==> config.mk <==
export PLATFORM = sky130hd
export DESIGN_NAME = lcd_timing_gen_flat
export DESIGN_NICKNAME = d
export VERILOG_FILES = /design/src/rtl/lcd_pkg.sv /design/src/rtl/lcd_timing_gen_if.sv /design/src/rtl/lcd_timing_rom.sv /design/src/rtl/lcd_timing_gen.sv /design/src/flat_wrapper.sv
export SDC_FILE = /design/constraint.sdc
export NUM_CORES = 1
export LEC_CHECK = 0
export CAP_MARGIN = 30
export CORE_AREA = 2 2 107 109
export CTS_BUF_LIST = sky130_fd_sc_hd__clkbuf_8
export CTS_CLUSTER_DIAMETER = 80
export DETAILED_ROUTE_END_ITERATION = 12
export DIE_AREA = 0 0 109 111
export PLACE_DENSITY = 0.74
export SETUP_SLACK_MARGIN = 0.4
export SLEW_MARGIN = 20
export SYNTH_ARGS = -nofsm -noshare
export SYNTH_HDL_FRONTEND = slang
export SYNTH_SLANG_ARGS = --single-unit
==> constraint.sdc <==
create_clock -name clk -period 15.2 [get_ports clk]
set_input_delay 3.8 -clock clk [delete_from_list [all_inputs] [get_ports clk]]
set_output_delay 3.8 -clock clk [all_outputs]
set_load 0.05 [all_outputs]
==> src/rtl/lcd_pkg.sv <==
// ============================================================================
// lcd_pkg : panel ID codes, per-panel timing sets and FSM encoding
// Revision: 1.0
// ============================================================================
`default_nettype none

package lcd_pkg;

    localparam int LCD_CNT_W = 11;

    localparam logic [2:0] ID_480X272     = 3'b000;
    localparam logic [2:0] ID_800X480     = 3'b001;
    localparam logic [2:0] ID_800X480_ALT = 3'b101;
    localparam logic [2:0] ID_1024X600    = 3'b010;
    localparam logic [2:0] ID_1280X800    = 3'b100;

    typedef struct packed {
        logic [LCD_CNT_W-1:0] hsync;
        logic [LCD_CNT_W-1:0] hback;
        logic [LCD_CNT_W-1:0] hdisp;
        logic [LCD_CNT_W-1:0] htotal;
        logic [LCD_CNT_W-1:0] vsync;
        logic [LCD_CNT_W-1:0] vback;
        logic [LCD_CNT_W-1:0] vdisp;
        logic [LCD_CNT_W-1:0] vtotal;
    } lcd_timing_t;

    localparam lcd_timing_t TIM_480X272 = '{
        hsync: 11'd41,  hback: 11'd2,   hdisp: 11'd480,  htotal: 11'd525,
        vsync: 11'd10,  vback: 11'd2,   vdisp: 11'd272,  vtotal: 11'd286
    };
    localparam lcd_timing_t TIM_800X480 = '{
        hsync: 11'd128, hback: 11'd88,  hdisp: 11'd800,  htotal: 11'd1056,
        vsync: 11'd2,   vback: 11'd33,  vdisp: 11'd480,  vtotal: 11'd525
    };
    localparam lcd_timing_t TIM_1024X600 = '{
        hsync: 11'd20,  hback: 11'd140, hdisp: 11'd1024, htotal: 11'd1344,
        vsync: 11'd3,   vback: 11'd20,  vdisp: 11'd600,  vtotal: 11'd635
    };
    localparam lcd_timing_t TIM_1280X800 = '{
        hsync: 11'd10,  hback: 11'd80,  hdisp: 11'd1280, htotal: 11'd1440,
        vsync: 11'd3,   vback: 11'd10,  vdisp: 11'd800,  vtotal: 11'd823
    };

    typedef enum logic [1:0] {
        ST_WAIT = 2'd0,
        ST_LOAD = 2'd1,
        ST_RUN  = 2'd2
    } lcd_state_e;

endpackage

`default_nettype wire

==> src/rtl/lcd_timing_gen_if.sv <==
// ============================================================================
// lcd_timing_gen_if : frame-source request bus and LCD panel bus
// Revision: 1.0
// ============================================================================
`default_nettype none

interface lcd_timing_gen_if #(
    parameter int CNT_W = 11
);
    logic [15:0]      lcd_id;
    logic [15:0]      pixel_data;
    logic             data_req;
    logic [CNT_W-1:0] pixel_xpos;
    logic [CNT_W-1:0] pixel_ypos;
    logic [CNT_W-1:0] h_disp;
    logic [CNT_W-1:0] v_disp;
    logic             lcd_hs;
    logic             lcd_vs;
    logic             lcd_de;
    logic [15:0]      lcd_rgb;
    logic             lcd_rst;
    logic             lcd_bl;

    modport master (
        input  lcd_id, pixel_data,
        output data_req, pixel_xpos, pixel_ypos, h_disp, v_disp,
               lcd_hs, lcd_vs, lcd_de, lcd_rgb, lcd_rst, lcd_bl
    );

    modport slave (
        output lcd_id, pixel_data,
        input  data_req, pixel_xpos, pixel_ypos, h_disp, v_disp,
               lcd_hs, lcd_vs, lcd_de, lcd_rgb, lcd_rst, lcd_bl
    );
endinterface

`default_nettype wire

==> src/rtl/lcd_timing_rom.sv <==
// ============================================================================
// lcd_timing_rom : strap ID to panel timing set lookup (combinational)
// Revision: 1.0
// ============================================================================
`default_nettype none

module lcd_timing_rom
    import lcd_pkg::*;
(
    input  logic [2:0]  i_id,
    output lcd_timing_t o_timing
);

    always_comb begin
        o_timing = TIM_480X272;
        case (i_id)
            ID_480X272:     o_timing = TIM_480X272;
            ID_800X480,
            ID_800X480_ALT: o_timing = TIM_800X480;
            ID_1024X600:    o_timing = TIM_1024X600;
            ID_1280X800:    o_timing = TIM_1280X800;
            default:        o_timing = TIM_480X272;
        endcase
    end

endmodule

`default_nettype wire

==> src/rtl/lcd_timing_gen.sv <==
// ============================================================================
// lcd_timing_gen : RGB panel HS/VS/DE generator with pixel request strobe
// Revision: 1.0
// ============================================================================
`default_nettype none

module lcd_timing_gen
    import lcd_pkg::*;
#(
    parameter int CNT_W    = LCD_CNT_W,
    parameter int WAIT_CYC = 4
)(
    input  logic             clk,
    input  logic             rst_n,
    lcd_timing_gen_if.master bus
);

    localparam int               c_WAIT_W    = (WAIT_CYC > 1) ? $clog2(WAIT_CYC) : 1;
    localparam logic [c_WAIT_W-1:0] c_WAIT_LAST = c_WAIT_W'(WAIT_CYC - 1);
    localparam logic [CNT_W-1:0] c_ONE       = CNT_W'(1);

    lcd_state_e          r_state;
    lcd_state_e          w_state_nxt;
    logic [c_WAIT_W-1:0] r_wait_cnt;
    logic [CNT_W-1:0]    r_h_cnt;
    logic [CNT_W-1:0]    r_v_cnt;
    lcd_timing_t         r_tim;
    lcd_timing_t         w_rom;

    lcd_timing_rom u_rom (
        .i_id     (bus.lcd_id[2:0]),
        .o_timing (w_rom)
    );

    always_ff @(posedge clk or negedge rst_n) begin
        if (!rst_n) r_state <= ST_WAIT;
        else        r_state <= w_state_nxt;
    end

    always_comb begin
        w_state_nxt = r_state;
        case (r_state)
            ST_WAIT: if (r_wait_cnt == c_WAIT_LAST) w_state_nxt = ST_LOAD;
            ST_LOAD: w_state_nxt = ST_RUN;
            ST_RUN:  w_state_nxt = ST_RUN;
            default: w_state_nxt = ST_WAIT;
        endcase
    end

    always_ff @(posedge clk or negedge rst_n) begin
        if (!rst_n) begin
            r_wait_cnt <= '0;
        end else if (r_state == ST_WAIT && r_wait_cnt != c_WAIT_LAST) begin
            r_wait_cnt <= r_wait_cnt + c_WAIT_W'(1);
        end
    end

    // Timing set is captured once per reset; later ID changes are ignored.
    always_ff @(posedge clk or negedge rst_n) begin
        if (!rst_n)                 r_tim <= TIM_480X272;
        else if (r_state == ST_LOAD) r_tim <= w_rom;
    end

    always_ff @(posedge clk or negedge rst_n) begin
        if (!rst_n) begin
            r_h_cnt <= '0;
            r_v_cnt <= '0;
        end else if (r_state != ST_RUN) begin
            r_h_cnt <= '0;
            r_v_cnt <= '0;
        end else if (r_h_cnt == r_tim.htotal - c_ONE) begin
            r_h_cnt <= '0;
            if (r_v_cnt == r_tim.vtotal - c_ONE) r_v_cnt <= '0;
            else                                 r_v_cnt <= r_v_cnt + c_ONE;
        end else begin
            r_h_cnt <= r_h_cnt + c_ONE;
        end
    end

    logic             w_run;
    logic [CNT_W-1:0] w_h_start;
    logic [CNT_W-1:0] w_h_end;
    logic [CNT_W-1:0] w_req_start;
    logic [CNT_W-1:0] w_req_end;
    logic [CNT_W-1:0] w_v_start;
    logic [CNT_W-1:0] w_v_end;
    logic             w_v_win;
    logic             w_de;
    logic             w_req;

    assign w_run       = (r_state == ST_RUN);
    assign w_h_start   = r_tim.hsync + r_tim.hback;
    assign w_h_end     = w_h_start + r_tim.hdisp;
    assign w_req_start = w_h_start - c_ONE;
    assign w_req_end   = w_h_end - c_ONE;
    assign w_v_start   = r_tim.vsync + r_tim.vback;
    assign w_v_end     = w_v_start + r_tim.vdisp;

    // Requests lead DE by one clock so returned data lands in the DE cycle.
    assign w_v_win = (r_v_cnt >= w_v_start) && (r_v_cnt < w_v_end);
    assign w_de    = w_run && w_v_win && (r_h_cnt >= w_h_start) && (r_h_cnt < w_h_end);
    assign w_req   = w_run && w_v_win && (r_h_cnt >= w_req_start) && (r_h_cnt < w_req_end);

    assign bus.data_req   = w_req;
    assign bus.pixel_xpos = w_req ? (r_h_cnt - w_req_start) : '0;
    assign bus.pixel_ypos = w_req ? (r_v_cnt - w_v_start) : '0;
    assign bus.h_disp     = r_tim.hdisp;
    assign bus.v_disp     = r_tim.vdisp;
    assign bus.lcd_hs     = !(w_run && (r_h_cnt < r_tim.hsync));
    assign bus.lcd_vs     = !(w_run && (r_v_cnt < r_tim.vsync));
    assign bus.lcd_de     = w_de;
    assign bus.lcd_rgb    = w_de ? bus.pixel_data : 16'h0000;
    assign bus.lcd_rst    = w_run;
    assign bus.lcd_bl     = w_run;

endmodule

`default_nettype wire

==> src/flat_wrapper.sv <==
// flat-port wrapper written by rule: the top's interface ports become plain ports
module lcd_timing_gen_flat import lcd_pkg::*;
#(
    parameter int CNT_W    = LCD_CNT_W,
    parameter int WAIT_CYC = 4
)
  (clk, rst_n, bus_lcd_id, bus_pixel_data, bus_data_req, bus_pixel_xpos, bus_pixel_ypos, bus_h_disp, bus_v_disp, bus_lcd_hs, bus_lcd_vs, bus_lcd_de, bus_lcd_rgb, bus_lcd_rst, bus_lcd_bl);
  lcd_timing_gen_if #(.CNT_W(CNT_W)) bus_i ();
  input  logic clk;
  input  logic rst_n;
  input wire logic [$bits(bus_i.lcd_id)-1:0] bus_lcd_id;
  input wire logic [$bits(bus_i.pixel_data)-1:0] bus_pixel_data;
  output wire logic [$bits(bus_i.data_req)-1:0] bus_data_req;
  output wire logic [$bits(bus_i.pixel_xpos)-1:0] bus_pixel_xpos;
  output wire logic [$bits(bus_i.pixel_ypos)-1:0] bus_pixel_ypos;
  output wire logic [$bits(bus_i.h_disp)-1:0] bus_h_disp;
  output wire logic [$bits(bus_i.v_disp)-1:0] bus_v_disp;
  output wire logic [$bits(bus_i.lcd_hs)-1:0] bus_lcd_hs;
  output wire logic [$bits(bus_i.lcd_vs)-1:0] bus_lcd_vs;
  output wire logic [$bits(bus_i.lcd_de)-1:0] bus_lcd_de;
  output wire logic [$bits(bus_i.lcd_rgb)-1:0] bus_lcd_rgb;
  output wire logic [$bits(bus_i.lcd_rst)-1:0] bus_lcd_rst;
  output wire logic [$bits(bus_i.lcd_bl)-1:0] bus_lcd_bl;
  assign bus_i.lcd_id = bus_lcd_id;
  assign bus_i.pixel_data = bus_pixel_data;
  assign bus_data_req = bus_i.data_req;
  assign bus_pixel_xpos = bus_i.pixel_xpos;
  assign bus_pixel_ypos = bus_i.pixel_ypos;
  assign bus_h_disp = bus_i.h_disp;
  assign bus_v_disp = bus_i.v_disp;
  assign bus_lcd_hs = bus_i.lcd_hs;
  assign bus_lcd_vs = bus_i.lcd_vs;
  assign bus_lcd_de = bus_i.lcd_de;
  assign bus_lcd_rgb = bus_i.lcd_rgb;
  assign bus_lcd_rst = bus_i.lcd_rst;
  assign bus_lcd_bl = bus_i.lcd_bl;
  lcd_timing_gen #(.CNT_W(CNT_W), .WAIT_CYC(WAIT_CYC)) u_core (.clk(clk), .rst_n(rst_n), .bus(bus_i));
endmodule
Word-level counts from Yosys, hierarchy flattened
Index checks and enable logic that the tools add are counted.

word-level totals
  flip-flop bits (word level) = 114
  input port bits = 34
  output and inout bits = 66
  word-level logic and storage cells = 71

cells by class
  add/sub/neg operators = 13
  magnitude comparators = 8
  equal/unequal tests = 12
  multiplexer cells = 11
  reductions and logical operators = 15

operators by type and width
  operator                                                                count
  85-bit one-hot mux with 3 select lines                                  1
  11-bit 2-to-1 mux                                                       7
  11-bit less-than comparator                                             5
  11-bit adder                                                            4
  11-bit by 1-bit subtractor with 11-bit output (second input constant)   4
  11-bit >= comparator                                                    3
  11-bit by 1-bit adder with 11-bit output (second input constant)        2
  11-bit equality test                                                    2
  11-bit subtractor                                                       2
  16-bit 2-to-1 mux                                                       1
  1-bit logical AND                                                       9
  3-bit equality test (second input constant)                             2
  2-bit equality test (second input constant)                             2
  2-bit != test (second input constant)                                   2
  2-bit one-hot mux with 2 select lines                                   1
  2-bit OR reduction                                                      2
  3-bit by 1-bit equality test with 1-bit output (second input constant)  1
  3-bit by 2-bit equality test with 1-bit output (second input constant)  1
  2-bit by 1-bit adder with 2-bit output (second input constant)          1
  2-bit by 1-bit equality test with 1-bit output (second input constant)  1
  1-bit logical NOT                                                       2
  2-bit logical NOT                                                       1
  2-bit 2-to-1 mux                                                        1
  2-bit by 1-bit != test with 1-bit output (second input constant)        1
  2-bit nonzero test                                                      1

Longest topological paths before layout
Gate-level depths: netlist of the first run.

  depth in word-level cells = 8
  gate-level depth with buffers = 22
  mapped depth without buffers = 20

Modules after synthesis
A second synthesis of the first run with hierarchy kept.

unflattened totals
  cells, all modules = 1268
  area, all modules = 11160.7 um^2

by module, submodules not included
  module          times used  cells an instance  area an instance (um^2)  seq. area each (um^2)
  lcd_timing_gen  1           1174               10483.8                  2880.3
  lcd_timing_rom  1           94                 676.9                    0.0

Worst setup path after synthesis of the first run
Ideal clock, no wire load.

  kind = register to output
  from = reg, netlist name u_core.r_tim[6]
  to = out bus_pixel_xpos[4]
  data arrival time = 5502 ps
  required time = 11400 ps
  setup slack = 5898 ps
  stages on the path, launching flop included = 19
  buffers on the path = 2
  path through = dfrtp_1 > clkbuf_1 > inv_1 > ha_1 > a21oi_1 > nor2b_1 > xnor2_1 > inv_1 > ha_1 > a21oi_1 > xor2_1 > nand4_1 > xnor2_1 > ha_1 > or3_1 > o221ai_1 > o2111ai_1 > clkbuf_1 > a211oi_1

RTL lines
  what       line                RTL
  to (decl)  flat_wrapper.sv:14  output wire logic [$bits(bus_i.pixel_xpos)-1:0] bus_pixel_xpos;

==> results of run 1 <==
## worst register-to-register path, stage by stage, from the launching register on
cell and delay, ns:
dfrtp_1 0.87, inv_1 0.40, ha_1 0.36, nor4b_2 0.26
xnor2_1 0.11, or4_4 0.44, a2111oi_4 0.47, or2b_1 0.62
o32a_1 0.27, o21ai_0 0.09
## area by class of cell
type,count,area (sq um)
clock buffers,5,68.82
flip-flops and latches,40,1010
fillers,1015,4901
multi-input cells,521,3921
clock inverters,3,12.51
well taps,143,178.9
repair buffers,79,797.0
inverters,50,187.7
## placed cells by master, fill, tap and decap left out, types with 2 or more instances in the layout
master	instances
dfstp_2	7
o31ai_1	3
conb_1	9
clkdlybuf4s50_1	76
nor3b_1	3
nor2b_1	18
a21o_1	13
o211a_1	2
o2111ai_1	2
nand4_1	16
xor2_1	27
nand2b_1	11
o21bai_1	2
and2_1	18
a31oi_1	7
nand3_1	23
o22ai_1	9
a21boi_0	4
o31a_1	4
or3_1	4
a211oi_1	6
xnor2_1	42
ha_1	83
and3_1	4
o21ai_0	36
dfrtp_1	33
nor3_1	14
fa_1	5
a21boi_2	4
clkbuf_8	5
a2111oi_0	2
o22a_1	3
and4_1	4
o21a_1	20
inv_1	52
nor4_1	6
nor2_1	48
nand2_1	24
a21oi_1	24
## Yosys cell counts, types with 5 or more instances
cell type  number
nor2_1         48
o22ai_1         9
nor4_1          6
a31oi_1         7
ha_1           83
nor2b_1        18
xor2_1         27
nand3_1        23
o21a_1         20
nand2_1        24
a211oi_1        6
buf_4          25
nand2b_1       11
dfrtp_1        33
o21ai_0        36
and2_1         18
a21oi_1        24
dfstp_2         7
clkbuf_1       12
inv_1          50
a21o_1         13
nand4_1        16
fa_1            5
xnor2_1        42
nor3_1         14
## routing by layer
layer	vias to the layer above	track usage	wire (um)
met5	-	0	0
met2	172	0.3793	6529
met3	34	0.02587	803
met4	0	0.07179	354
li1	2360	-	-
met1	2285	0.3103	6323
## final timing paths
kind | from | end | slack [ns] | depth (start not counted)
max | u_core.r_tim[6]$_DFFE_PN0N_ | bus_pixel_xpos[3] | 4.67 | 18
min in group asynchronous | rst_n | u_core.r_v_cnt[10]$_DFFE_PN0P_ | 3.33 | 1
min | u_core.r_wait_cnt[0]$_DFFE_PN0P_ | u_core.r_wait_cnt[0]$_DFFE_PN0P_ | 0.48 | 1
max reg2reg | u_core.r_tim[6]$_DFFE_PN0N_ | u_core.r_v_cnt[5]$_DFFE_PN0P_ | 11.20 | 9
min reg2reg | u_core.r_wait_cnt[0]$_DFFE_PN0P_ | u_core.r_wait_cnt[0]$_DFFE_PN0P_ | 0.48 | 1
max in group asynchronous | rst_n | u_core.bus.h_disp[5]$_DFFE_PN1N_ | 11.37 | 2
## state kept, by name, summed over array words and instances (netlist names)
register,count
u_core.r_h_cnt,11
u_core.bus.v_disp,4
u_core.r_wait_cnt,2
u_core.r_state,2
u_core.r_tim,9
u_core.r_v_cnt,11
u_core.bus.h_disp,1
## power breakdown
part	total, mW	internal [mW]	leakage, nW	switching [mW]
Sequential	0.150	0.117	0.499	0.0333
Clock	0.0667	0.0309	0.0505	0.0358
Combinational	0.326	0.140	2.15	0.186
Total	0.542	0.288	2.70	0.255
## kinds of logic (layout without fill, tap and decap cells)
kind of cell	Yosys count	in the layout	synth area share
AO/OA/AOI/OAI	149	149	0.1895
XOR/XNOR	69	69	0.1131
adder cells (fa/ha/maj)	88	88	0.2132
buffers and inverters	91	137	0.08362
flip-flops	40	40	0.1890
multiplexers	2	2	0.003982
other	1	9	0.0007021
AND/OR/NAND/NOR	204	204	0.2068
==> impl_metrics.yaml, run 1 <==
status:
  status: "complete, no violations"
yosys:
  avgSynthCellArea_sq_um: 8.294
  synthCells: 644
  ys_top_cells_by_area: "ha_1, dfrtp_1, xnor2_1"
  yosys_warnings: 0
  synthArstFlopShare: 1.000
  ys_ff_latch: 40
  synthesis.area_sq_mm: 0.005341
  ys_seq_area_frac: 0.1890
  yosys.area.top_type_share: 0.1944
  synth_ff_type: "dfrtp_1"
  synth.distinct_cells: 61
  synth-edff-count: 0
  netlist.top_cell.by_area: "ha_1"
global_routing:
  antenna_found_initial: 0
  grt_pass1_vias: 4637
  grt_pass1_wl_mm: 22.42
  grt_overflow_total: 0
  grt_max_degree: 41
  grt_use_total: 0.2294
floorplan:
  start_util: 0.4822
  die-area_sq_mm: 0.01210
  die_w_um: 109
  core_sq_mm: 0.01108
  die_h_um: 111
  num_rows: 39
  num_io_pins: 100
cells_and_area:
  area_growth_pct: 15.62
  fin_cells: 841
  post-route-util: 0.5576
  diodes: 0
  drive_above_1_share: 0.04011
  stdcell_area_sq_mm: 0.006176
  layout.nets: 819
timing:
  setup_ws_ns: 4.669
  max_slew_margin: 0.4598
  hold_viol_final: 0
  finalMaxSlewViolations: 0
  fin_skew_ns: 0.01239
  hold_slack_ns: 0.4829
  fin_setup_tns_ns: 0
  rsz0062_at_grt: "no"
  fin_crit_ns: 10.53
  fin_crit_sh: 0.6928
  setup_viol_count_final: 0
  worst_pin_slew_ns: 0.8103
  fmax_mhz: 94.96
place:
  place_area_sq_mm: 0.006063
  gp_congestion: 0.9042
  place_hpwl_mm: 10.99
  dp_cells: 831
  pre_cts_ws_ns: 4.805
  io_buffer_count: 77
drt:
  detail-route-antenna-nets: 0
  routedWlPerCell_um: 16.66
  drc_errors: 0
  drt-vias-per-instance: 5.768
  firstDrtPassIters: 5
  routed_wl_mm: 14.01
  first_iter_violations: 260
  vias: 4851
worst_setup_path:
  crit_required_ns: 11.40
  path_class: "reg -> out"
  crit_slowest_cell: "dfrtp_1"
  crit_fanout: 20
  worst_setup_path_end_kind: "output pin"
  cp_num_buf_inv: 4
  cp-start-kind: "register"
  cpPeakStageDelay_ns: 0.87
  cp_cell_sequence: "inv_1 > ha_1 > a21oi_1 > nor2b_1 > xnor2_1 > inv_1 > ha_1 > a21oi_1 > xor2_1 > nand4_1 > xnor2_1 > ha_1 > or3_1 > o221ai_1 > o2111ai_2 > buf_6 > a211oi_1 > clkdlybuf4s50_1"
  critPathMostFrequentCell: "ha_1"
  crit_arrival_ns: 6.73
  path_delay_family: "buffers and inverters"
clocking:
  cts_made_buffers: 5
  cts_root_buf: "clkbuf_8"
  clkLatencyLatePin_ns: 0.30
  cts_tree: "done"
  htree_num_levels: 2
  cts.sinks: 40
  cts_buffer_depth: 2
  cts.repair.resized: 0
  cts_hold_buffers: 0
  clkTransAtPathRegs_ns: 0.08
  cts_setup_buffers: 0
worst_hold_path:
  hold_class: "reg -> reg"
power:
  ir_drop_v: 0.00007491
  powerDensity_mw_per_mm2: 87.84
  p_total_mw: 0.5425
  leakagePower_nw: 2.697
flow_run:
  cap_violations: 0
Power figures use the tool's default switching activity.
==> run 2: changes to the inputs <==
Settings changed: PLACE_DENSITY 0.74 to 0.77.
Clock period 15.2 ns to 9.2 ns, I/O delays scaled along.
==> impl_metrics.yaml, run 2 (same netlist as run 1, synthesis figures left out) <==
floorplan:
  num_io_pins: 100
  die_w_um: 109
  die_h_um: 111
  core_sq_mm: 0.01108
  start_util: 0.4822
  die-area_sq_mm: 0.01210
  num_rows: 39
cells_and_area:
  n_fill_cell: 1018
  fin_cells: 846
  stdcell_area_sq_mm: 0.006213
  area_growth_pct: 16.33
  reg_top3: "u_core.r_h_cnt x11, u_core.r_v_cnt x11, u_core.r_tim x9"
  drive_above_1_share: 0.04836
  layout_common_cells: "ha_1, clkdlybuf4s50_1, inv_1, nor2_1, xnor2_1"
  final_common_cell: "ha_1"
  diodes: 0
  layout.nets: 825
power:
  p_sw_mw: 0.4165
  p_seq_frac: 0.273
  pwr-share-clk: 0.124
  p_total_mw: 0.8928
  powerDensity_mw_per_mm2: 143.7
  leakagePower_nw: 2.719
  ir_drop_v: 0.0001043
  sw_frac_of_total: 0.4665
  p_int_mw: 0.4763
  pwr-share-comb: 0.603
worst_setup_path:
  path_class: "reg -> out"
  cpPeakStageDelay_ns: 0.81
  cp-start-kind: "register"
  crit_required_ns: 6.90
  worst_setup_path_end_kind: "output pin"
  critPathMostFrequentCell: "ha_1"
  crit_fanout: 15
  crit_slowest_cell: "clkdlybuf4s50_1"
  cp_num_buf_inv: 5
  path_delay_family: "buffers and inverters"
  crit_arrival_ns: 5.89
  cp_cell_sequence: "inv_1 > ha_1 > a21oi_1 > nor2b_1 > xnor2_1 > buf_4 > inv_1 > ha_1 > a21oi_1 > xor2_1 > nand4_1 > xnor2_1 > ha_1 > or3_1 > o221ai_1 > o2111ai_2 > buf_4 > nor2_1 > clkdlybuf4s50_1"
clocking:
  cts_setup_buffers: 0
  cts.sinks: 40
  cts_buffer_depth: 2
  cts_hold_buffers: 0
  clkLatencyLatePin_ns: 0.30
  cts_tree: "done"
  clkTransAtPathRegs_ns: 0.07
  cts_made_buffers: 5
  cts.repair.resized: 0
  htree_num_levels: 2
  cts_root_buf: "clkbuf_8"
status:
  status: "complete, no violations"
drt:
  first_iter_violations: 323
  vias: 4851
  routedWlPerCell_um: 16.09
  detail-route-antenna-nets: 0
  routed_wl_mm: 13.61
  firstDrtPassIters: 5
  drt-vias-per-instance: 5.734
  drc_errors: 0
place:
  dp_cells: 838
  io_buffer_count: 77
  place_area_sq_mm: 0.006116
  place_hpwl_mm: 10.68
  gp_congestion: 0.9130
timing:
  fin_crit_sh: 0.8902
  fmax_mhz: 122.1
  fin_setup_tns_ns: 0
  fin_crit_ns: 8.190
  max_slew_margin: 0.5199
  worst_pin_slew_ns: 0.7202
  setup_viol_count_final: 0
  finalMaxSlewViolations: 0
  hold_viol_final: 0
  rsz0062_at_grt: "no"
  fin_skew_ns: 0.009428
global_routing:
  grt_pass1_vias: 4561
  grt_use_total: 0.2300
  grt_max_degree: 41
  grt_overflow_total: 0
  antenna_found_initial: 0
  grt_pass1_wl_mm: 22.47
worst_hold_path:
  hold_class: "reg -> reg"
flow_run:
  cap_violations: 0
-- run 2: cell types whose count changed in the layout (fill, tap and decap cells not counted), sizes merged --
cell / before / now
inv: 52 / 51
buf: 3 / 9
-- run 2: power by group through the flow --
stage | combinational [mW] | sequential [mW] | clock, mW
6_report | 0.538 | 0.244 | 0.111
5_1_grt | 0.597 | 0.247 | 0.118
4_1_cts | 0.537 | 0.242 | 0.114
3_5_place_dp | 0.533 | 0.245 | 0
3_3_place_gp | 0.518 | 0.245 | 0
2_1_floorplan | 0.419 | 0.224 | 0
-- run 2: worst paths after layout --
check | startpoint | to | slack (ns) | cells past startpoint
max | u_core.bus.v_disp[5]$_DFFE_PN0N_ | bus_pixel_ypos[4] | 1.01 | 19
min | u_core.r_wait_cnt[0]$_DFFE_PN0P_ | u_core.r_wait_cnt[0]$_DFFE_PN0P_ | 0.49 | 1
max reg2reg | u_core.bus.v_disp[5]$_DFFE_PN0N_ | u_core.r_v_cnt[2]$_DFFE_PN0P_ | 5.81 | 9
min reg2reg | u_core.r_wait_cnt[0]$_DFFE_PN0P_ | u_core.r_wait_cnt[0]$_DFFE_PN0P_ | 0.49 | 1
max in group asynchronous | rst_n | u_core.bus.h_disp[5]$_DFFE_PN1N_ | 6.82 | 2
min in group asynchronous | rst_n | u_core.r_v_cnt[9]$_DFFE_PN0P_ | 1.86 | 1
-- run 2: metal layers --
| layer | vias to the layer above | part of all wire | GRT usage |
|---|---|---|---|
| met5 | - | 0 | 0 |
| met4 | 0 | 0.018 | 0.05983 |
| met3 | 20 | 0.049 | 0.01940 |
| met2 | 146 | 0.47 | 0.3789 |
| met1 | 2317 | 0.46 | 0.3219 |
| li1 | 2368 | - | - |
-- run 2: stage by stage --
stage,hold WS [ns],setup WS (ns),util
3_3_place_gp,0.4695,1.450,0.5521
6_report,0.4872,1.010,0.5609
4_1_cts,0.4914,0.9619,0.5591
5_1_grt,0.5080,0.5759,0.5609
3_5_place_dp,0.4768,1.308,0.5521
2_1_floorplan,0.4528,1.398,-
-- run 2: cell type report --
cell class	count	area, sq um	share of cell area
inverter	50	187.7	0.03021
tap	143	178.9	0.02880
multi-input combinational	521	3921	0.6311
clock buffer	5	68.82	0.01108
timing repair buffer	85	838.3	0.1349
sequential	40	1010	0.1625
clock inverter	2	8.758	0.001410
==> run 3: changes to the inputs <==
Settings changed: CELL_PAD_IN_SITES_DETAIL_PLACEMENT from default to 1, CELL_PAD_IN_SITES_GLOBAL_PLACEMENT from default to 1, CORE_AREA 2 2 107 109 to 2 2 124 126, DIE_AREA 0 0 109 111 to 0 0 126 128, PLACE_DENSITY 0.77 to 0.76.
==> impl_metrics.yaml, run 3 (same netlist as run 1, synthesis figures left out) <==
cells_and_area:
  reg_top3: "u_core.r_h_cnt x11, u_core.r_v_cnt x11, u_core.r_tim x9"
  area_growth_pct: 18.36
  post-route-util: 0.4253
  diodes: 0
  final_common_cell: "ha_1"
  layout.nets: 825
  layout_common_cells: "ha_1, clkdlybuf4s50_1, inv_1, nor2_1, xnor2_1"
  drive_above_1_share: 0.05256
timing:
  finalMaxSlewViolations: 0
  fin_crit_ns: 8.377
  fin_skew_ns: 0.01644
  setup_viol_count_final: 0
  hold_viol_final: 0
  fin_crit_sh: 0.9106
  fmax_mhz: 119.4
  fin_setup_tns_ns: 0
  worst_pin_slew_ns: 0.7494
  max_slew_margin: 0.5004
  rsz0062_at_grt: "no"
clocking:
  cts_tree: "done"
  clkLatencyLatePin_ns: 0.31
  cts_root_buf: "clkbuf_8"
  cts_hold_buffers: 0
  cts_made_buffers: 5
  cts.sinks: 40
  cts_buffer_depth: 2
  clkTransAtPathRegs_ns: 0.10
  htree_num_levels: 2
worst_setup_path:
  path_delay_family: "buffers and inverters"
  crit_arrival_ns: 6.08
  crit_slowest_cell: "clkdlybuf4s50_1"
  cpPeakStageDelay_ns: 0.81
  crit_required_ns: 6.90
  worst_setup_path_end_kind: "output pin"
  crit_fanout: 17
  cp-start-kind: "register"
  cp_num_buf_inv: 4
  path_class: "reg -> out"
  cp_cell_sequence: "inv_1 > ha_1 > a21oi_1 > nor2b_1 > xnor2_2 > inv_1 > ha_1 > a21oi_1 > xor2_1 > nand4_1 > xnor2_1 > ha_1 > or3_1 > o221ai_1 > o2111ai_4 > buf_4 > nor2_1 > clkdlybuf4s50_1"
  critPathMostFrequentCell: "ha_1"
drt:
  drc_errors: 0
  met2_length_mm: 7.472
  route.met3.wl_um: 800
  routedWlPerCell_um: 18.29
  vias: 4950
  drt-met1-wl_mm: 7.623
  detail-route-antenna-nets: 0
  first_iter_violations: 373
  drt-vias-per-instance: 5.549
  routed_wl_mm: 16.31
  routed.top_layer: "met4"
  firstDrtPassIters: 4
power:
  powerDensity_mw_per_mm2: 149.8
  leakagePower_nw: 2.732
  ir_drop_v: 0.00009162
  p_total_mw: 0.9468
floorplan:
  die_w_um: 126
  die_h_um: 128
  core_sq_mm: 0.01486
  num_io_pins: 100
  die-area_sq_mm: 0.01613
  start_util: 0.3593
  num_rows: 45
place:
  io_buffer_count: 77
  gp_congestion: 0.8683
  place_hpwl_mm: 13.03
global_routing:
  antenna_found_initial: 0
  grt_pass1_wl_mm: 26.35
  grt_use_total: 0.2004
  grt_pass1_vias: 5119
  grt_max_degree: 41
  grt_overflow_total: 0
status:
  status: "complete, no violations"
worst_hold_path:
  hold_class: "reg -> reg"
flow_run:
  cap_violations: 0
-- run 3: cell types whose count changed in the layout (fill, tap and decap cells not counted) --
cell	change
o2111ai_4	+1
o2111ai_2	-1
xnor2_1	-1
inv_1	-1
xnor2_2	+1
clkinvlp_4	+1
bufinv_16	+1
-- run 3: area by class of cell --
| class | count | area [sq um] |
|---|---|---|
| inverter | 50 | 187.7 |
| clock inverter | 3 | 42.54 |
| fill | 1785 | 8542 |
| clock buffer | 5 | 68.82 |
| timing repair buffer | 85 | 838.3 |
| tap | 188 | 235.2 |
| sequential | 40 | 1010 |
| multi-input combinational | 521 | 3940 |
-- run 3: power breakdown --
part / switching (mW) / internal, mW / total, mW / leakage [nW]
Sequential: 0.0518 / 0.193 / 0.244 / 0.499
Clock: 0.0680 / 0.0804 / 0.148 / 0.0541
Combinational: 0.319 / 0.235 / 0.554 / 2.18
Total: 0.439 / 0.508 / 0.947 / 2.73
-- run 3: layer usage --
metal | vias up | track usage
met4 | 0 | 0.06593
met5 | - | 0
li1 | 2368 | -
met2 | 155 | 0.3374
met3 | 28 | 0.02254
met1 | 2399 | 0.2687
-- run 3: what timing repair did --
| action | CTS | global route |
|---|---|---|
| resized for setup | 0 | 2 |
| setup endpoints to repair | 0 | 22 |
| hold endpoints to repair | 0 | 0 |
| setup buffers | 0 | 0 |
-- run 3: worst paths after layout --
check	from	slack, ns	cells after the start	end
min in group asynchronous	rst_n	1.84	1	u_core.r_v_cnt[7]$_DFFE_PN0P_
max	u_core.bus.v_disp[5]$_DFFE_PN0N_	0.82	18	bus_pixel_xpos[8]
min reg2reg	u_core.r_wait_cnt[0]$_DFFE_PN0P_	0.49	1	u_core.r_wait_cnt[0]$_DFFE_PN0P_
max in group asynchronous	rst_n	6.81	2	u_core.bus.h_disp[5]$_DFFE_PN1N_
max reg2reg	u_core.r_tim[6]$_DFFE_PN0N_	5.55	10	u_core.r_v_cnt[3]$_DFFE_PN0P_
min	u_core.r_wait_cnt[0]$_DFFE_PN0P_	0.49	1	u_core.r_wait_cnt[0]$_DFFE_PN0P_
-- run 3: metrics by stage --
step	instance area [sq um]	hold slack, ns	std cells	setup slack, ns
after global placement	6172	0.4686	883	1.056
final	6322	0.4934	892	0.8228
after floorplan	5371	0.4528	652	1.398
after CTS	6284	0.5013	891	0.4567
after global routing	6322	0.5302	892	0.4034
after detailed placement	6172	0.4886	883	0.8165
